**config.mk**
```make
export PLATFORM = sky130hd
export DESIGN_NAME = axi_master_arbiter
export DESIGN_NICKNAME = d
export VERILOG_FILES = /design/src/rtl/axi_master_arbiter.sv
export SDC_FILE = /design/constraint.sdc
export NUM_CORES = 1
export LEC_CHECK = 0
export BUFFER_PORTS_ARGS = -buffer_cell sky130_fd_sc_hd__buf_2
export CAP_MARGIN = 40
export CORE_AREA = 2 2 253 255
export DETAILED_ROUTE_END_ITERATION = 12
export DIE_AREA = 0 0 255 257
export SYNTH_ARGS = -nofsm -noshare
export SYNTH_HDL_FRONTEND = slang
export SYNTH_SLANG_ARGS = --single-unit
```
**constraint.sdc**
```tcl
create_clock -name clk_i -period 2.7 [get_ports clk_i]
set_input_delay 0.27 -clock clk_i [delete_from_list [all_inputs] [get_ports clk_i]]
set_output_delay 0.27 -clock clk_i [all_outputs]
set_load 0.1 [all_outputs]
```
**src/rtl/axi_master_arbiter.sv**
```systemverilog
// axi_master_arbiter
//   Shares one AXI4 master port between two upstream masters (s0 = host,
//   s1 = secondary/debug DMA). Write and read directions are arbitrated
//   independently, round-robin on ties, one outstanding transaction per
//   direction, with the grant held until that transaction completes.
// Ports:
//   clk_i, rst_ni         clock, asynchronous active-low reset
//   s0_axi_*, s1_axi_*    AXI4 slave bundles (AW, W, B, AR, R)
//   m_axi_*               AXI4 master bundle toward the crossbar
//   wr_grant_o            one-hot write owner, 00 when idle
//   rd_grant_o            one-hot read owner, 00 when idle
module axi_master_arbiter #(
   parameter int ADDR_WIDTH = 32,
   parameter int DATA_WIDTH = 32,
   parameter int ID_WIDTH   = 2
) (
   input  logic                      clk_i,
   input  logic                      rst_ni,
   // s0
   input  logic [ID_WIDTH-1:0]       s0_axi_awid,     input  logic [ADDR_WIDTH-1:0] s0_axi_awaddr,
   input  logic [7:0]                s0_axi_awlen,    input  logic [2:0]            s0_axi_awsize,
   input  logic [1:0]                s0_axi_awburst,  input  logic                  s0_axi_awlock,
   input  logic [3:0]                s0_axi_awcache,  input  logic [2:0]            s0_axi_awprot,
   input  logic [3:0]                s0_axi_awqos,    input  logic [3:0]            s0_axi_awregion,
   input  logic                      s0_axi_awvalid,  output logic                  s0_axi_awready,
   input  logic [DATA_WIDTH-1:0]     s0_axi_wdata,    input  logic [DATA_WIDTH/8-1:0] s0_axi_wstrb,
   input  logic                      s0_axi_wlast,    input  logic                  s0_axi_wvalid,
   output logic                      s0_axi_wready,
   output logic [ID_WIDTH-1:0]       s0_axi_bid,      output logic [1:0]            s0_axi_bresp,
   output logic                      s0_axi_bvalid,   input  logic                  s0_axi_bready,
   input  logic [ID_WIDTH-1:0]       s0_axi_arid,     input  logic [ADDR_WIDTH-1:0] s0_axi_araddr,
   input  logic [7:0]                s0_axi_arlen,    input  logic [2:0]            s0_axi_arsize,
   input  logic [1:0]                s0_axi_arburst,  input  logic                  s0_axi_arlock,
   input  logic [3:0]                s0_axi_arcache,  input  logic [2:0]            s0_axi_arprot,
   input  logic [3:0]                s0_axi_arqos,    input  logic [3:0]            s0_axi_arregion,
   input  logic                      s0_axi_arvalid,  output logic                  s0_axi_arready,
   output logic [ID_WIDTH-1:0]       s0_axi_rid,      output logic [DATA_WIDTH-1:0] s0_axi_rdata,
   output logic [1:0]                s0_axi_rresp,    output logic                  s0_axi_rlast,
   output logic                      s0_axi_rvalid,   input  logic                  s0_axi_rready,
   // s1
   input  logic [ID_WIDTH-1:0]       s1_axi_awid,     input  logic [ADDR_WIDTH-1:0] s1_axi_awaddr,
   input  logic [7:0]                s1_axi_awlen,    input  logic [2:0]            s1_axi_awsize,
   input  logic [1:0]                s1_axi_awburst,  input  logic                  s1_axi_awlock,
   input  logic [3:0]                s1_axi_awcache,  input  logic [2:0]            s1_axi_awprot,
   input  logic [3:0]                s1_axi_awqos,    input  logic [3:0]            s1_axi_awregion,
   input  logic                      s1_axi_awvalid,  output logic                  s1_axi_awready,
   input  logic [DATA_WIDTH-1:0]     s1_axi_wdata,    input  logic [DATA_WIDTH/8-1:0] s1_axi_wstrb,
   input  logic                      s1_axi_wlast,    input  logic                  s1_axi_wvalid,
   output logic                      s1_axi_wready,
   output logic [ID_WIDTH-1:0]       s1_axi_bid,      output logic [1:0]            s1_axi_bresp,
   output logic                      s1_axi_bvalid,   input  logic                  s1_axi_bready,
   input  logic [ID_WIDTH-1:0]       s1_axi_arid,     input  logic [ADDR_WIDTH-1:0] s1_axi_araddr,
   input  logic [7:0]                s1_axi_arlen,    input  logic [2:0]            s1_axi_arsize,
   input  logic [1:0]                s1_axi_arburst,  input  logic                  s1_axi_arlock,
   input  logic [3:0]                s1_axi_arcache,  input  logic [2:0]            s1_axi_arprot,
   input  logic [3:0]                s1_axi_arqos,    input  logic [3:0]            s1_axi_arregion,
   input  logic                      s1_axi_arvalid,  output logic                  s1_axi_arready,
   output logic [ID_WIDTH-1:0]       s1_axi_rid,      output logic [DATA_WIDTH-1:0] s1_axi_rdata,
   output logic [1:0]                s1_axi_rresp,    output logic                  s1_axi_rlast,
   output logic                      s1_axi_rvalid,   input  logic                  s1_axi_rready,
   // m
   output logic [ID_WIDTH-1:0]       m_axi_awid,      output logic [ADDR_WIDTH-1:0] m_axi_awaddr,
   output logic [7:0]                m_axi_awlen,     output logic [2:0]            m_axi_awsize,
   output logic [1:0]                m_axi_awburst,   output logic                  m_axi_awlock,
   output logic [3:0]                m_axi_awcache,   output logic [2:0]            m_axi_awprot,
   output logic [3:0]                m_axi_awqos,     output logic [3:0]            m_axi_awregion,
   output logic                      m_axi_awvalid,   input  logic                  m_axi_awready,
   output logic [DATA_WIDTH-1:0]     m_axi_wdata,     output logic [DATA_WIDTH/8-1:0] m_axi_wstrb,
   output logic                      m_axi_wlast,     output logic                  m_axi_wvalid,
   input  logic                      m_axi_wready,
   input  logic [ID_WIDTH-1:0]       m_axi_bid,       input  logic [1:0]            m_axi_bresp,
   input  logic                      m_axi_bvalid,    output logic                  m_axi_bready,
   output logic [ID_WIDTH-1:0]       m_axi_arid,      output logic [ADDR_WIDTH-1:0] m_axi_araddr,
   output logic [7:0]                m_axi_arlen,     output logic [2:0]            m_axi_arsize,
   output logic [1:0]                m_axi_arburst,   output logic                  m_axi_arlock,
   output logic [3:0]                m_axi_arcache,   output logic [2:0]            m_axi_arprot,
   output logic [3:0]                m_axi_arqos,     output logic [3:0]            m_axi_arregion,
   output logic                      m_axi_arvalid,   input  logic                  m_axi_arready,
   input  logic [ID_WIDTH-1:0]       m_axi_rid,       input  logic [DATA_WIDTH-1:0] m_axi_rdata,
   input  logic [1:0]                m_axi_rresp,     input  logic                  m_axi_rlast,
   input  logic                      m_axi_rvalid,    output logic                  m_axi_rready,
   // grant status
   output logic [1:0]                wr_grant_o,
   output logic [1:0]                rd_grant_o
);

   localparam int AXW = ID_WIDTH + ADDR_WIDTH + 29;
   localparam int WW  = DATA_WIDTH + DATA_WIDTH/8 + 1;
   localparam int RW  = ID_WIDTH + DATA_WIDTH + 3;
   localparam int BW  = ID_WIDTH + 2;

   typedef enum logic [1:0] {W_IDLE, W_ADDR, W_DATA, W_RESP} wr_state_t;
   typedef enum logic [1:0] {R_IDLE, R_ADDR, R_DATA} rd_state_t;

   wr_state_t  r_wst;
   rd_state_t  r_rst;
   logic       r_wsel, r_rsel;   // current owner: 0 = s0, 1 = s1
   logic       r_wptr, r_rptr;   // last completed owner; reset to 1 so s0 wins the first tie
   logic [1:0] r_wr_grant, r_rd_grant;
   logic       w_wpick, w_rpick;

   logic [AXW-1:0] w_s0_aw, w_s1_aw, w_m_aw, w_s0_ar, w_s1_ar, w_m_ar;
   logic [WW-1:0]  w_m_w;

   assign w_s0_aw = {s0_axi_awid, s0_axi_awaddr, s0_axi_awlen, s0_axi_awsize, s0_axi_awburst,
                     s0_axi_awlock, s0_axi_awcache, s0_axi_awprot, s0_axi_awqos, s0_axi_awregion};
   assign w_s1_aw = {s1_axi_awid, s1_axi_awaddr, s1_axi_awlen, s1_axi_awsize, s1_axi_awburst,
                     s1_axi_awlock, s1_axi_awcache, s1_axi_awprot, s1_axi_awqos, s1_axi_awregion};
   assign w_s0_ar = {s0_axi_arid, s0_axi_araddr, s0_axi_arlen, s0_axi_arsize, s0_axi_arburst,
                     s0_axi_arlock, s0_axi_arcache, s0_axi_arprot, s0_axi_arqos, s0_axi_arregion};
   assign w_s1_ar = {s1_axi_arid, s1_axi_araddr, s1_axi_arlen, s1_axi_arsize, s1_axi_arburst,
                     s1_axi_arlock, s1_axi_arcache, s1_axi_arprot, s1_axi_arqos, s1_axi_arregion};

   assign {m_axi_awid, m_axi_awaddr, m_axi_awlen, m_axi_awsize, m_axi_awburst,
           m_axi_awlock, m_axi_awcache, m_axi_awprot, m_axi_awqos, m_axi_awregion} = w_m_aw;
   assign {m_axi_arid, m_axi_araddr, m_axi_arlen, m_axi_arsize, m_axi_arburst,
           m_axi_arlock, m_axi_arcache, m_axi_arprot, m_axi_arqos, m_axi_arregion} = w_m_ar;
   assign {m_axi_wdata, m_axi_wstrb, m_axi_wlast} = w_m_w;

   // On a tie pick the master that did not complete last; otherwise whoever requests.
   assign w_wpick = (s0_axi_awvalid && s1_axi_awvalid) ? ~r_wptr : s1_axi_awvalid;
   assign w_rpick = (s0_axi_arvalid && s1_axi_arvalid) ? ~r_rptr : s1_axi_arvalid;

   assign wr_grant_o = r_wr_grant;
   assign rd_grant_o = r_rd_grant;

   // Write FSM
   always_ff @(posedge clk_i or negedge rst_ni) begin
      if (!rst_ni) begin
         r_wst      <= W_IDLE;
         r_wsel     <= 1'b0;
         r_wptr     <= 1'b1;
         r_wr_grant <= '0;
      end else begin
         case (r_wst)
            W_IDLE: if (s0_axi_awvalid || s1_axi_awvalid) begin
               r_wsel     <= w_wpick;
               r_wr_grant <= w_wpick ? 2'b10 : 2'b01;
               r_wst      <= W_ADDR;
            end
            W_ADDR: if (m_axi_awvalid && m_axi_awready) r_wst <= W_DATA;
            W_DATA: if (m_axi_wvalid && m_axi_wready && m_axi_wlast) r_wst <= W_RESP;
            W_RESP: if (m_axi_bvalid && m_axi_bready) begin
               r_wptr     <= r_wsel;
               r_wr_grant <= '0;
               r_wst      <= W_IDLE;
            end
            default: r_wst <= W_IDLE;
         endcase
      end
   end

   // Read FSM
   always_ff @(posedge clk_i or negedge rst_ni) begin
      if (!rst_ni) begin
         r_rst      <= R_IDLE;
         r_rsel     <= 1'b0;
         r_rptr     <= 1'b1;
         r_rd_grant <= '0;
      end else begin
         case (r_rst)
            R_IDLE: if (s0_axi_arvalid || s1_axi_arvalid) begin
               r_rsel     <= w_rpick;
               r_rd_grant <= w_rpick ? 2'b10 : 2'b01;
               r_rst      <= R_ADDR;
            end
            R_ADDR: if (m_axi_arvalid && m_axi_arready) r_rst <= R_DATA;
            R_DATA: if (m_axi_rvalid && m_axi_rready && m_axi_rlast) begin
               r_rptr     <= r_rsel;
               r_rd_grant <= '0;
               r_rst      <= R_IDLE;
            end
            default: r_rst <= R_IDLE;
         endcase
      end
   end

   // Write-side routing; everything idles at 0 outside the owning phase.
   always_comb begin
      w_m_aw = '0;  m_axi_awvalid = 1'b0;  s0_axi_awready = 1'b0;  s1_axi_awready = 1'b0;
      w_m_w  = '0;  m_axi_wvalid  = 1'b0;  s0_axi_wready  = 1'b0;  s1_axi_wready  = 1'b0;
      m_axi_bready = 1'b0;  s0_axi_bvalid = 1'b0;  s1_axi_bvalid = 1'b0;
      {s0_axi_bid, s0_axi_bresp} = {BW{1'b0}};
      {s1_axi_bid, s1_axi_bresp} = {BW{1'b0}};
      case (r_wst)
         W_ADDR: begin
            w_m_aw         = r_wsel ? w_s1_aw : w_s0_aw;
            m_axi_awvalid  = r_wsel ? s1_axi_awvalid : s0_axi_awvalid;
            s0_axi_awready = ~r_wsel & m_axi_awready;
            s1_axi_awready =  r_wsel & m_axi_awready;
         end
         W_DATA: begin
            w_m_w         = r_wsel ? {s1_axi_wdata, s1_axi_wstrb, s1_axi_wlast}
                                   : {s0_axi_wdata, s0_axi_wstrb, s0_axi_wlast};
            m_axi_wvalid  = r_wsel ? s1_axi_wvalid : s0_axi_wvalid;
            s0_axi_wready = ~r_wsel & m_axi_wready;
            s1_axi_wready =  r_wsel & m_axi_wready;
         end
         W_RESP: begin
            m_axi_bready = r_wsel ? s1_axi_bready : s0_axi_bready;
            if (r_wsel) begin
               s1_axi_bvalid = m_axi_bvalid;
               {s1_axi_bid, s1_axi_bresp} = {m_axi_bid, m_axi_bresp};
            end else begin
               s0_axi_bvalid = m_axi_bvalid;
               {s0_axi_bid, s0_axi_bresp} = {m_axi_bid, m_axi_bresp};
            end
         end
         default: ;
      endcase
   end

   // Read-side routing
   always_comb begin
      w_m_ar = '0;  m_axi_arvalid = 1'b0;  s0_axi_arready = 1'b0;  s1_axi_arready = 1'b0;
      m_axi_rready = 1'b0;  s0_axi_rvalid = 1'b0;  s1_axi_rvalid = 1'b0;
      {s0_axi_rid, s0_axi_rdata, s0_axi_rresp, s0_axi_rlast} = {RW{1'b0}};
      {s1_axi_rid, s1_axi_rdata, s1_axi_rresp, s1_axi_rlast} = {RW{1'b0}};
      case (r_rst)
         R_ADDR: begin
            w_m_ar         = r_rsel ? w_s1_ar : w_s0_ar;
            m_axi_arvalid  = r_rsel ? s1_axi_arvalid : s0_axi_arvalid;
            s0_axi_arready = ~r_rsel & m_axi_arready;
            s1_axi_arready =  r_rsel & m_axi_arready;
         end
         R_DATA: begin
            m_axi_rready = r_rsel ? s1_axi_rready : s0_axi_rready;
            if (r_rsel) begin
               s1_axi_rvalid = m_axi_rvalid;
               {s1_axi_rid, s1_axi_rdata, s1_axi_rresp, s1_axi_rlast} =
                  {m_axi_rid, m_axi_rdata, m_axi_rresp, m_axi_rlast};
            end else begin
               s0_axi_rvalid = m_axi_rvalid;
               {s0_axi_rid, s0_axi_rdata, s0_axi_rresp, s0_axi_rlast} =
                  {m_axi_rid, m_axi_rdata, m_axi_rresp, m_axi_rlast};
            end
         end
         default: ;
      endcase
   end

endmodule

```
-- After elaboration in Yosys (flattened, before gate mapping)
Index checks and enable logic that the tools add are counted.
- $mul: 0
- bitwise logic cells: 10
- shift operators: 0
- add/subtract/negate cells: 0
- multiplexer cells: 71
- equality and inequality tests: 12
- order comparisons: 0
- div/mod/pow operators: 0
- reductions and logical operators: 23
- operators by type and width (cell ; number):
    two-way mux 63 bit ; 4
    two-way mux 32 bit ; 4
    two-way mux 37 bit ; 2
    two-way mux 2 bit ; 27
    two-way mux 1 bit ; 30
    != test 2 bit, second input constant ; 7
    logical AND 1 bit ; 9
    AND reduction 3 bit ; 3
    one-hot mux 2 bit (2 select lines) ; 2
    one-hot mux 2 bit (4 select lines) ; 1
    AND reduction 2 bit ; 4
    bitwise AND 1 bit ; 6
    equality test 2 bit, second input constant ; 3
    one-hot mux 2 bit (3 select lines) ; 1
    equality test 2 x 1 -> 1 bit, second input constant ; 2
    logical NOT 2 bit ; 2
    NOT 1 bit ; 4
    AND reduction 4 bit ; 1
    nonzero test 2 bit ; 2
    logical OR 1 bit ; 2
- bits in writable memories: 0
- output and inout bits: 264
- bits in registers: 12
- bits of input ports: 384
- bits in read-only memories: 0
- word-level logic and storage cells: 124
- latch bits: 0
- memories kept: 0

-- Logic depth before layout (Yosys ltp)
Gate-level depths: netlist of the first run.
- depth in word-level cells: 6
- mapped depth: 6
- gate-level depth less buffers: 6

-- Worst setup path after synthesis of the first run
OpenSTA, ideal clock, no wires.
- path kind: reg2out
- start point: register r_rst[1]
- end point: output s0_axi_arready
- arrival: 3.020 ns
- path buffers: 1
- required time: 2.430 ns
- cell stages (with the launch flop): 4
- setup slack: -0.590 ns
- cells stage by stage: dfrtp_1 nand2b_1 clkbuf_1 nor3b_1
- longest elaborated chain between the ends: 2
- RTL lines (what ; RTL line ; RTL):
    from (decl) ; 96 ; rd_state_t r_rst;
    from (signal assigned) ; 156 ; r_rst <= R_IDLE;
    from (signal assigned) ; 165 ; r_rst <= R_ADDR;
    from (signal assigned) ; 167 ; R_ADDR: if (m_axi_arvalid && m_axi_arready) r_rst <= R_DATA;
    equality test 2 x 1 -> 1 bit ; 219 ; case (r_rst)
    two-way mux 1 bit ; 219 ;
    to (decl) ; 36 ; input logic s0_axi_arvalid, output logic s0_axi_arready,
Every way passes these cells.

-- Worst setup path after layout of the first run
- start point: register r_wst[1]
- end point: output m_axi_awsize[1]
- longest elaborated chain between the ends: 2
- RTL lines (what ; RTL line ; RTL):
    from (decl) ; 95 ; wr_state_t r_wst;
    from (signal assigned) ; 130 ; r_wst <= W_IDLE;
    from (signal assigned) ; 139 ; r_wst <= W_ADDR;
    from (signal assigned) ; 141 ; W_ADDR: if (m_axi_awvalid && m_axi_awready) r_wst <= W_DATA;
    equality test 2 x 1 -> 1 bit ; 185 ; case (r_wst)
    two-way mux 63 bit ; 185 ;
    to (decl) ; 63 ; output logic [7:0] m_axi_awlen, output logic [2:0] m_axi_awsize,
Every way passes these cells.

==> flow_metrics.env, run 1 <==
export IMPL_clkTransAtPathRegs_ns=0.05
export IMPL_cp_cell_sequence="inv_1 > ha_2 > buf_12 > nor2b_2 > buf_2"
export IMPL_synthAdderAreaFrac_pct=1.24
export IMPL_slew_viol_final=0
export IMPL_die_w_um=255
export IMPL_crit_type="flop to primary output"
export IMPL_core_um2=62700
export IMPL_ys_top_cells_by_area="mux2i_1 (42%), nor2b_1 (17%), and2_1 (12%), nor2_1 (7.0%), dfrtp_1 (6.2%)"
export IMPL_synth_compound_area_share_pct=3.42
export IMPL_antenna_left=0
export IMPL_synth_top_family_by_area="multiplexers"
export IMPL_area_delta_synth_final_pct=118
export IMPL_avgSynthCellArea_um2=7.35
export IMPL_yosysTopAreaCell="mux2i_1"
export IMPL_fin_nets=1550
export IMPL_pre_cts_ws_ns=0.588
export IMPL_first_pass_iters=4
export IMPL_crit_family="buffers and inverters"
export IMPL_antenna_found_initial=20
export IMPL_grt_pass1_wl_mm=43.8
export IMPL_drive_above_1_share_pct=61.5
export IMPL_synth_nets=936
export IMPL_start_kind="flop"
export IMPL_cts_root_buf="clkbuf_16"
export IMPL_avgRoutedWirePerCell_um=17.1
export IMPL_tightest_slew_ns=0.695
export IMPL_slowest_stage="ha_2"
export IMPL_slew_limit_headroom_pct=53.7
export IMPL_setup_viol=0
export IMPL_clock_sinks=12
export IMPL_mostFrequentLayoutCell="buf_2"
export IMPL_cts_tree="yes"
export IMPL_async_reset_ff_share_pct=100
export IMPL_hpwl_mm=31.7
export IMPL_num_vias=6359
export IMPL_critPathCaptureType="primary output"
export IMPL_setup_slack_ns=0.373
export IMPL_place_congestion=0.889
export IMPL_yosysWarnings=0
export IMPL_ys_ff_latch=12
export IMPL_synthCells=548
export IMPL_final_cell_mix="buf_2 (626), mux2i_1 (167), and2_1 (80), nor2_1 (73), nor2b_1 (66)"
export IMPL_rsz0062_at_grt="no"
export IMPL_start_util_pct=6.42
export IMPL_hp_class="primary input to flop"
export IMPL_grt_max_degree=66
export IMPL_synth_mux_area_share_pct=42.4
export IMPL_finalHoldViolCount=0
export IMPL_max_cap_violations=0
export IMPL_cts_repair_resized=0
export IMPL_fmax_ghz=0.430
export IMPL_drc_errors=0
export IMPL_grt_pass1_vias=5926
export IMPL_cts_max_level=1
export IMPL_ys_flop_type="dfrtp_1"
export IMPL_synthesis_area_um2=4030
export IMPL_critPathMaxStageDelay_ns=0.43
export IMPL_dieHeight_um=257
export IMPL_dieArea_um2=65500
export IMPL_yosys_area_share_simple_pct=39.5
export IMPL_viasPerCell=3.16
export IMPL_critPathRequiredTime_ns=2.43
export IMPL_synth_top_area_share_pct=41.5
export IMPL_io_buffers=647
export IMPL_worstPathArrival_ns=2.06
export IMPL_period_minus_slack_ns=2.33
export IMPL_clk_latency_ns=0.25
export IMPL_numCtsBuffers=3
export IMPL_path_buf_inv=3
export IMPL_gr_total_overflow=0
export IMPL_io_pins=648
export IMPL_tns_ns=0
export IMPL_clock_skew_ns=0.000805
export IMPL_synth_xor_area_share_pct=0
export IMPL_fin_crit_sh_pct=86.2
export IMPL_grtUsageTotal_pct=9.59
export IMPL_crit_path_max_fanout=49
export IMPL_synth_edff_count=0
export IMPL_drt_initial_drc_count=236
export IMPL_num_rows=92
export IMPL_cts_path_max_buffers=2
export IMPL_yosysSeqAreaShare_pct=7.52
export IMPL_routed_wl_mm=34.5
export IMPL_outcome="completed"
export IMPL_synthDistinctLibCells=34
layout make-up:
type	instances	area [um^2]
Fill cell	7222	54000
Antenna cell	8	20.0
Sequential cell	12	310
Multi-Input combinational cell	479	3600
Timing Repair Buffer	657	3670
Tap cell	846	1060
Inverter	9	33.8
Clock buffer	3	75.1
Yosys cell counts (2+ instances only):
master / count
nand2_1: 6
nor2_1: 75
nand2b_1: 3
dfstp_2: 2
mux2_1: 3
and3_1: 7
buf_2: 18
dfrtp_1: 10
a32oi_1: 2
nor2b_1: 107
o22ai_1: 3
clkbuf_1: 28
mux2i_1: 167
ha_1: 4
and2_1: 80
inv_1: 9
a21oi_1: 7
per-stage QoR:
stage          hold WS (ns)  util (%)  area (um^2)  std cells
3_3_place_gp          0.226      13.8         8670       2002
5_1_grt               0.287      14.0         8770       2013
4_1_cts               0.266      13.9         8750       2006
3_5_place_dp          0.228      13.8         8670       2002
6_report              0.275      14.0         8770       2014
2_1_floorplan       -0.0256         -         4140        548
what timing repair did:
action,in CTS,in global routing
hold buffers,1,0
hold endpoints to repair,10,0
setup buffers,0,0
worst reg2reg max path: cells and delay by family, from the launching register on:
kind	cells	cell delay, ns
AND/OR/NAND/NOR	1	0.13
multiplexers	2	0.53
flip-flops	1	0.71
AO/OA/AOI/OAI	1	0.45
layer usage:
| layer | global-route usage, % | wire length, um | vias up |
|---|---|---|---|
| li1 | - | - | 3056 |
| met1 | 11.3 | 14100 | 2811 |
| met2 | 17.6 | 16900 | 442 |
| met3 | 1.95 | 2630 | 44 |
| met4 | 2.16 | 867 | 6 |
| met5 | 0 | 38 | - |
flip-flops by register name (all words and copies together) (netlist names):
register	flops
r_rsel	1
r_wst	2
r_rst	2
r_wptr	1
rd_grant_o	2
r_wsel	1
wr_grant_o	2
r_rptr	1
final timing paths:
kind,startpoint,end,slack (ns),cells after the start
max reg2reg,r_wsel,r_wst[1],0.76,4
min in group asynchronous,rst_ni,rd_grant_o[0],0.47,2
max in group asynchronous,rst_ni,r_wptr,1.90,2
min,m_axi_arready,r_rst[0],0.28,2
min reg2reg,rd_grant_o[0],rd_grant_o[0],0.49,1
max,r_wst[1],m_axi_awsize[1],0.37,5
cells by family (layout without fill, tap and decap cells):
logic type                 after synthesis  after routing
other                                    0              8
muxes                                  170            170
AOI/OAI and AO/OA                       20             20
DFF                                     12             12
buffers and inverters                   57            669
and+or+nand+nor                        285            285
adders and majority gates                4              4
Power of run 1 is left out: the tool's default activity adds up to more than one toggle a clock period on the data nets, which glitch-free logic cannot reach.
==> run 2, diff against run 1 <==
--- a/config.mk
+++ b/config.mk
@@ -5,11 +5,13 @@
 export SDC_FILE = /design/constraint.sdc
 export NUM_CORES = 1
 export LEC_CHECK = 0
+export ABC_AREA = 1
 export BUFFER_PORTS_ARGS = -buffer_cell sky130_fd_sc_hd__buf_2
 export CAP_MARGIN = 40
-export CORE_AREA = 2 2 253 255
+export CORE_AREA = 2 2 252 254
 export DETAILED_ROUTE_END_ITERATION = 12
-export DIE_AREA = 0 0 255 257
+export DIE_AREA = 0 0 254 256
+export PLACE_DENSITY = 0.3
 export SYNTH_ARGS = -nofsm -noshare
 export SYNTH_HDL_FRONTEND = slang
 export SYNTH_SLANG_ARGS = --single-unit
==> run 2 against run 1 <==
  * Die area is 0.78% lower
  * Clock skew hardly changed
  * Sequential share of layout area is 0.90 points lower
  * Via count is 21% higher
  * Setup slack worse by 0.048 ns
  * Wire length is 21% higher
  * Global-route usage is 2.6 points higher
  * Cell area is 33% higher
  * Register-to-register slack worse by 0.03 ns
  * Hold slack worse by 0.048 ns
  * Count of clock-buffer cells in the layout stayed put
  * Fmax is 2.0% lower
  * Critical endpoint is now m_axi_awburst[0]
==> flow_metrics.env, run 2 <==
export IMPL_outcome="completed"
export IMPL_synthesis_area_um2=3760
export IMPL_grt_pass1_vias=7837
export IMPL_avgRoutedWirePerCell_um=18.5
export IMPL_numCtsBuffers=3
export IMPL_io_pins=648
export IMPL_grt_pass1_wl_mm=56.7
export IMPL_core_um2=62400
export IMPL_synth_edff_count=0
export IMPL_cellLeakagePower_nw=5.69
export IMPL_ys_top_cells_by_area="nand2_1 (30%), nand3_1 (19%), a21oi_1 (14%), nor2_1 (9.1%), dfrtp_1 (6.7%)"
export IMPL_antenna_found_initial=16
export IMPL_crit_type="flop to primary output"
export IMPL_async_reset_ff_share_pct=100
export IMPL_rsz0062_at_grt="no"
export IMPL_dieArea_um2=65000
export IMPL_synth_nets=1188
export IMPL_place_congestion=0.823
export IMPL_num_vias=7688
export IMPL_setup_slack_ns=0.325
export IMPL_yosysTopAreaCell="nand2_1"
export IMPL_gr_total_overflow=0
export IMPL_ys_flop_type="dfrtp_1"
export IMPL_cts_tree="yes"
export IMPL_synthDistinctLibCells=26
export IMPL_drt_initial_drc_count=378
export IMPL_clock_sinks=12
export IMPL_die_w_um=254
export IMPL_hold_path_cell_count=2
export IMPL_switchingPower_mw=13.2
export IMPL_post_cts_buffers=0
export IMPL_fin_crit_sh_pct=88.0
export IMPL_fillCellCount=7162
export IMPL_placed_area_um2=11600
export IMPL_max_cap_violations=0
export IMPL_avgSynthCellArea_um2=4.70
export IMPL_final_cell_mix="buf_2 (409), nand2_1 (299), buf_12 (242), nand3_1 (142), nor2_1 (91)"
export IMPL_slew_viol_final=0
export IMPL_yosysSeqAreaShare_pct=8.06
export IMPL_setup_viol=0
export IMPL_cts_root_buf="clkbuf_16"
export IMPL_slew_limit_headroom_pct=61.5
export IMPL_power_mw=19.0
export IMPL_power_frac_clock_pct=1.5
export IMPL_fmax_ghz=0.421
export IMPL_start_util_pct=6.02
export IMPL_design_area_um2=11700
export IMPL_area_delta_synth_final_pct=210
export IMPL_yosysWarnings=0
export IMPL_synth_most_common_cell="nand2_1"
export IMPL_critPathRequiredTime_ns=2.43
export IMPL_period_minus_slack_ns=2.38
export IMPL_routed_wl_mm=41.6
export IMPL_ys_ff_latch=12
export IMPL_tns_ns=0
export IMPL_comb_power_share_pct=96.5
export IMPL_ys_top_cells_by_count="nand2_1 (299), nand3_1 (142), a21oi_1 (103)"
export IMPL_tightest_slew_ns=0.579
export IMPL_clock_skew_ns=0.000776
export IMPL_viasPerCell=3.42
export IMPL_power_share_switching_pct=69.6
export IMPL_drive_above_1_share_pct=51.0
export IMPL_first_pass_iters=4
export IMPL_pre_cts_ws_ns=0.559
export IMPL_critPathCaptureType="primary output"
export IMPL_antenna_left=0
export IMPL_crit_path_max_fanout=43
export IMPL_hpwl_mm=37.0
export IMPL_multiInputGateArea_um2=3000
export IMPL_fin_nets=1785
export IMPL_cts_path_max_buffers=2
export IMPL_synthCells=800
export IMPL_worstPathArrival_ns=2.11
export IMPL_clk_latency_ns=0.25
export IMPL_rr_worst_depth=9
export IMPL_finalHoldViolCount=0
export IMPL_grtUsageTotal_pct=12.2
export IMPL_cts_max_level=1
export IMPL_dieHeight_um=256
export IMPL_io_buffers=647
export IMPL_reg2reg_setup_slack_ns=0.73
export IMPL_hp_class="primary input to flop"
export IMPL_clkTransAtPathRegs_ns=0.05
export IMPL_p_per_area_nw_per_um2=1630
export IMPL_grt_max_degree=108
export IMPL_synth_top_area_share_pct=29.9
export IMPL_num_rows=92
export IMPL_ir_drop_v=0.000752
export IMPL_seqPwrFrac_pct=2.0
export IMPL_seq_area_um2=308
export IMPL_start_kind="flop"
export IMPL_p_int_mw=5.77
export IMPL_drc_errors=0
export IMPL_mostFrequentLayoutCell="buf_2"
==> run 2: changes by cell type after synthesis, moves of 47 or more <==
cell | before | now
nand3_1 | 1 | 142
a21oi_1 | 7 | 103
nor2b_1 | 107 | 0
and2_1 | 80 | 0
inv_1 | 9 | 56
nand2_1 | 6 | 299
mux2i_1 | 167 | 0
==> run 2: critical path, cell delays in order, from the launching register on <==
cell and delay (ns):
dfrtp_4 0.50, inv_4 0.37, buf_4 0.36, nand3_1 0.11, nand2_1 0.08, buf_2 0.42
==> run 2: cells by family (layout without fill, tap and decap cells) <==
| kind of cell | after synthesis | after routing | synth area share [%] |
|---|---|---|---|
| other | 0 | 6 | 0 |
| and+or+nand+nor | 543 | 543 | 59.8 |
| buffers and inverters | 130 | 725 | 15.8 |
| AOI/OAI and AO/OA | 111 | 111 | 15.0 |
| adders and majority gates | 4 | 4 | 1.33 |
| DFF | 12 | 12 | 8.06 |
==> run 2: stage by stage <==
stage / std cells / util, % / hold slack [ns]
finish: 2247 / 18.7 / 0.227
global route: 2242 / 18.7 / 0.249
CTS: 2241 / 18.7 / 0.215
detailed placement: 2237 / 18.5 / 0.231
global placement: 2237 / 18.5 / 0.229
floorplan: 800 / - / -0.0256
==> run 2: final timing paths <==
path	startpoint	to
min in group asynchronous	rst_ni	r_rst[1]
hold reg to reg	wr_grant_o[0]	wr_grant_o[0]
max in group asynchronous	rst_ni	r_wptr
setup / recovery	r_wsel	m_axi_awburst[0]
hold / removal	m_axi_bvalid	r_wptr
setup reg to reg	r_wsel	r_wst[1]
==> run 2: power by group through the flow <==
stage | Combinational, mW | Sequential, mW | Clock (mW)
floorplan | 11.7 | 0.537 | 0
global placement | 18.5 | 0.371 | 0
detailed placement | 18.5 | 0.377 | 0
CTS | 18.5 | 0.374 | 0.310
global route | 19.0 | 0.383 | 0.319
finish | 18.3 | 0.371 | 0.288
==> run 2: area by class of cell <==
cell class / count / area share (%)
diodes: 6 / 0.129
well taps: 846 / 9.08
multi-input cells: 658 / 25.7
repair buffers: 662 / 59.8
clock buffers: 3 / 0.644
flip-flops and latches: 12 / 2.64
inverters: 60 / 1.95
==> run 2: what timing repair did <==
| action | in CTS | in global routing |
|---|---|---|
| endpoints found under the hold margin | 10 | 0 |
| setup endpoints to repair | 0 | 0 |
| hold buffers | 1 | 0 |
| resized for setup | 0 | 0 |
==> run 2: layer usage <==
layer	part of all wire, %	track usage, %
met1	33	11.6
met2	57	25.3
met3	8.1	3.28
met4	1.8	2.14
met5	0	0
Note: power is estimated with default switching activity, not from simulation.
==> run 3, diff against run 2 <==
--- a/config.mk
+++ b/config.mk
@@ -5,12 +5,12 @@
 export SDC_FILE = /design/constraint.sdc
 export NUM_CORES = 1
 export LEC_CHECK = 0
-export ABC_AREA = 1
+export ABC_AREA = 0
 export BUFFER_PORTS_ARGS = -buffer_cell sky130_fd_sc_hd__buf_2
 export CAP_MARGIN = 40
-export CORE_AREA = 2 2 252 254
+export CORE_AREA = 2 2 253 255
 export DETAILED_ROUTE_END_ITERATION = 12
-export DIE_AREA = 0 0 254 256
+export DIE_AREA = 0 0 255 257
 export PLACE_DENSITY = 0.3
 export SYNTH_ARGS = -nofsm -noshare
 export SYNTH_HDL_FRONTEND = slang
==> run 3 against run 2 <==
  * Global-route usage fell by 5.4 points
  * Final cell count down 10%
  * Register-to-register slack worse by 0.10 ns
  * Count of clock-buffer cells in the layout unchanged
  * First-iteration DRC count is 54% lower
  * Critical path depth fell by 1
  * Die area is 0.79% higher
==> flow_metrics.env, run 3 (synthesis gave the netlist of run 1 again) <==
export IMPL_outcome="completed"
export IMPL_dieArea_um2=65500
export IMPL_fin_crit_sh_pct=88.1
export IMPL_rsz0062_at_grt="no"
export IMPL_dieHeight_um=257
export IMPL_num_vias=6164
export IMPL_grt_pass1_wl_mm=33.8
export IMPL_setup_viol=0
export IMPL_area_delta_synth_final_pct=121
export IMPL_cp_depth=4
export IMPL_clkTransAtPathRegs_ns=0.05
export IMPL_grt_pass1_vias=6181
export IMPL_cts_max_level=1
export IMPL_num_rows=92
export IMPL_crit_type="flop to primary output"
export IMPL_fmax_ghz=0.420
export IMPL_finalHoldViolCount=0
export IMPL_start_kind="flop"
export IMPL_slew_viol_final=0
export IMPL_path_buf_inv=2
export IMPL_numCtsBuffers=3
export IMPL_routed_wl_mm=24.7
export IMPL_io_pins=648
export IMPL_antenna_found_initial=5
export IMPL_io_buffers=647
export IMPL_viasPerCell=3.05
export IMPL_tns_ns=0
export IMPL_clk_latency_ns=0.25
export IMPL_cts_path_max_buffers=2
export IMPL_drc_errors=0
export IMPL_cts_tree="yes"
export IMPL_tightest_slew_ns=0.666
export IMPL_drt_initial_drc_count=175
export IMPL_mostFrequentLayoutCell="buf_2"
export IMPL_avgRoutedWirePerCell_um=12.2
export IMPL_clock_sinks=12
export IMPL_critPathRequiredTime_ns=2.43
export IMPL_crit_family="flip-flops"
export IMPL_max_cap_violations=0
export IMPL_period_minus_slack_ns=2.38
export IMPL_placed_cells=2011
export IMPL_post_cts_buffers=0
export IMPL_slew_limit_headroom_pct=55.6
export IMPL_hpwl_mm=21.7
export IMPL_final_cell_mix="buf_2 (623), mux2i_1 (167), and2_1 (80), nor2_1 (73), nor2b_1 (66)"
export IMPL_crit_top_cell="buf_12"
export IMPL_critPathMaxStageDelay_ns=0.72
export IMPL_cp_cell_sequence="buf_12 > nor2b_1 > and2_1 > buf_12"
export IMPL_grtUsageTotal_pct=6.74
export IMPL_hp_class="primary input to flop"
export IMPL_slowest_stage="dfrtp_4"
export IMPL_crit_path_max_fanout=37
export IMPL_grt_max_degree=68
export IMPL_place_congestion=0.779
export IMPL_core_um2=62700
export IMPL_die_w_um=255
export IMPL_stdcell_count=2019
export IMPL_start_util_pct=6.42
export IMPL_critPathCaptureType="primary output"
export IMPL_first_pass_iters=4
export IMPL_clock_skew_ns=0.000685
export IMPL_drive_above_1_share_pct=61.7
export IMPL_cts_root_buf="clkbuf_16"
export IMPL_rr_worst_depth=5
export IMPL_worstPathArrival_ns=2.11
export IMPL_gr_total_overflow=0
export IMPL_hold_path_cell_count=2
export IMPL_fin_nets=1559
export IMPL_antenna_left=0
## run 3: cell count changes in the layout (fill, tap and decap cells not counted), moves of 46 or more
cell,change
inv_1,-46
nand2_1,-293
and2_1,+80
nor2b_1,+66
a21oi_1,-66
buf_2,+214
mux2i_1,+167
nand3_1,-141
buf_12,-212
## run 3: routing by layer
| layer | vias to the layer above | global-route usage, % | wire (um) |
|---|---|---|---|
| met2 | 382 | 14.5 | 13900 |
| met3 | 23 | 1.65 | 2220 |
| met1 | 2693 | 5.65 | 7920 |
| met4 | 0 | 2.60 | 708 |
| met5 | - | 0 | 0 |
| li1 | 3066 | - | - |
## run 3: repair_timing
item / in CTS / in global routing
hold buffers: 1 / 0
endpoints found under the hold margin: 10 / 0
resized for setup: 0 / 0
## run 3: area by class of cell
type / count / area [um^2]
Timing Repair Buffer: 666 / 3820
Fill cell: 7229 / 53800
Multi-Input combinational cell: 479 / 3600
Sequential cell: 12 / 310
Inverter: 9 / 33.8
Clock buffer: 3 / 75.1
Tap cell: 846 / 1060
Antenna cell: 4 / 10.0
## run 3: worst paths after layout
path                                start              end  slack (ns)
hold / removal             s0_axi_awvalid           r_wsel        0.29
max in group asynchronous          rst_ni           r_wsel        1.85
min in group asynchronous          rst_ni         r_rst[1]        0.49
setup / recovery                   r_wsel  s0_axi_bresp[1]        0.32
setup reg to reg                   r_wsel         r_wst[1]        0.63
hold reg to reg             rd_grant_o[0]    rd_grant_o[0]        0.49
## run 3: metrics by stage
step	worst slack, ns	utilization [%]	hold slack (ns)	cell area [um^2]
floorplan	0.0857	-	-0.0256	4140
global placement	0.495	14.0	0.245	8810
detailed placement	0.495	14.0	0.243	8810
CTS	0.202	14.2	0.275	8900
global route	0.201	14.2	0.297	8910
finish	0.321	14.2	0.286	8910
Power of run 3 is left out for the same reason.
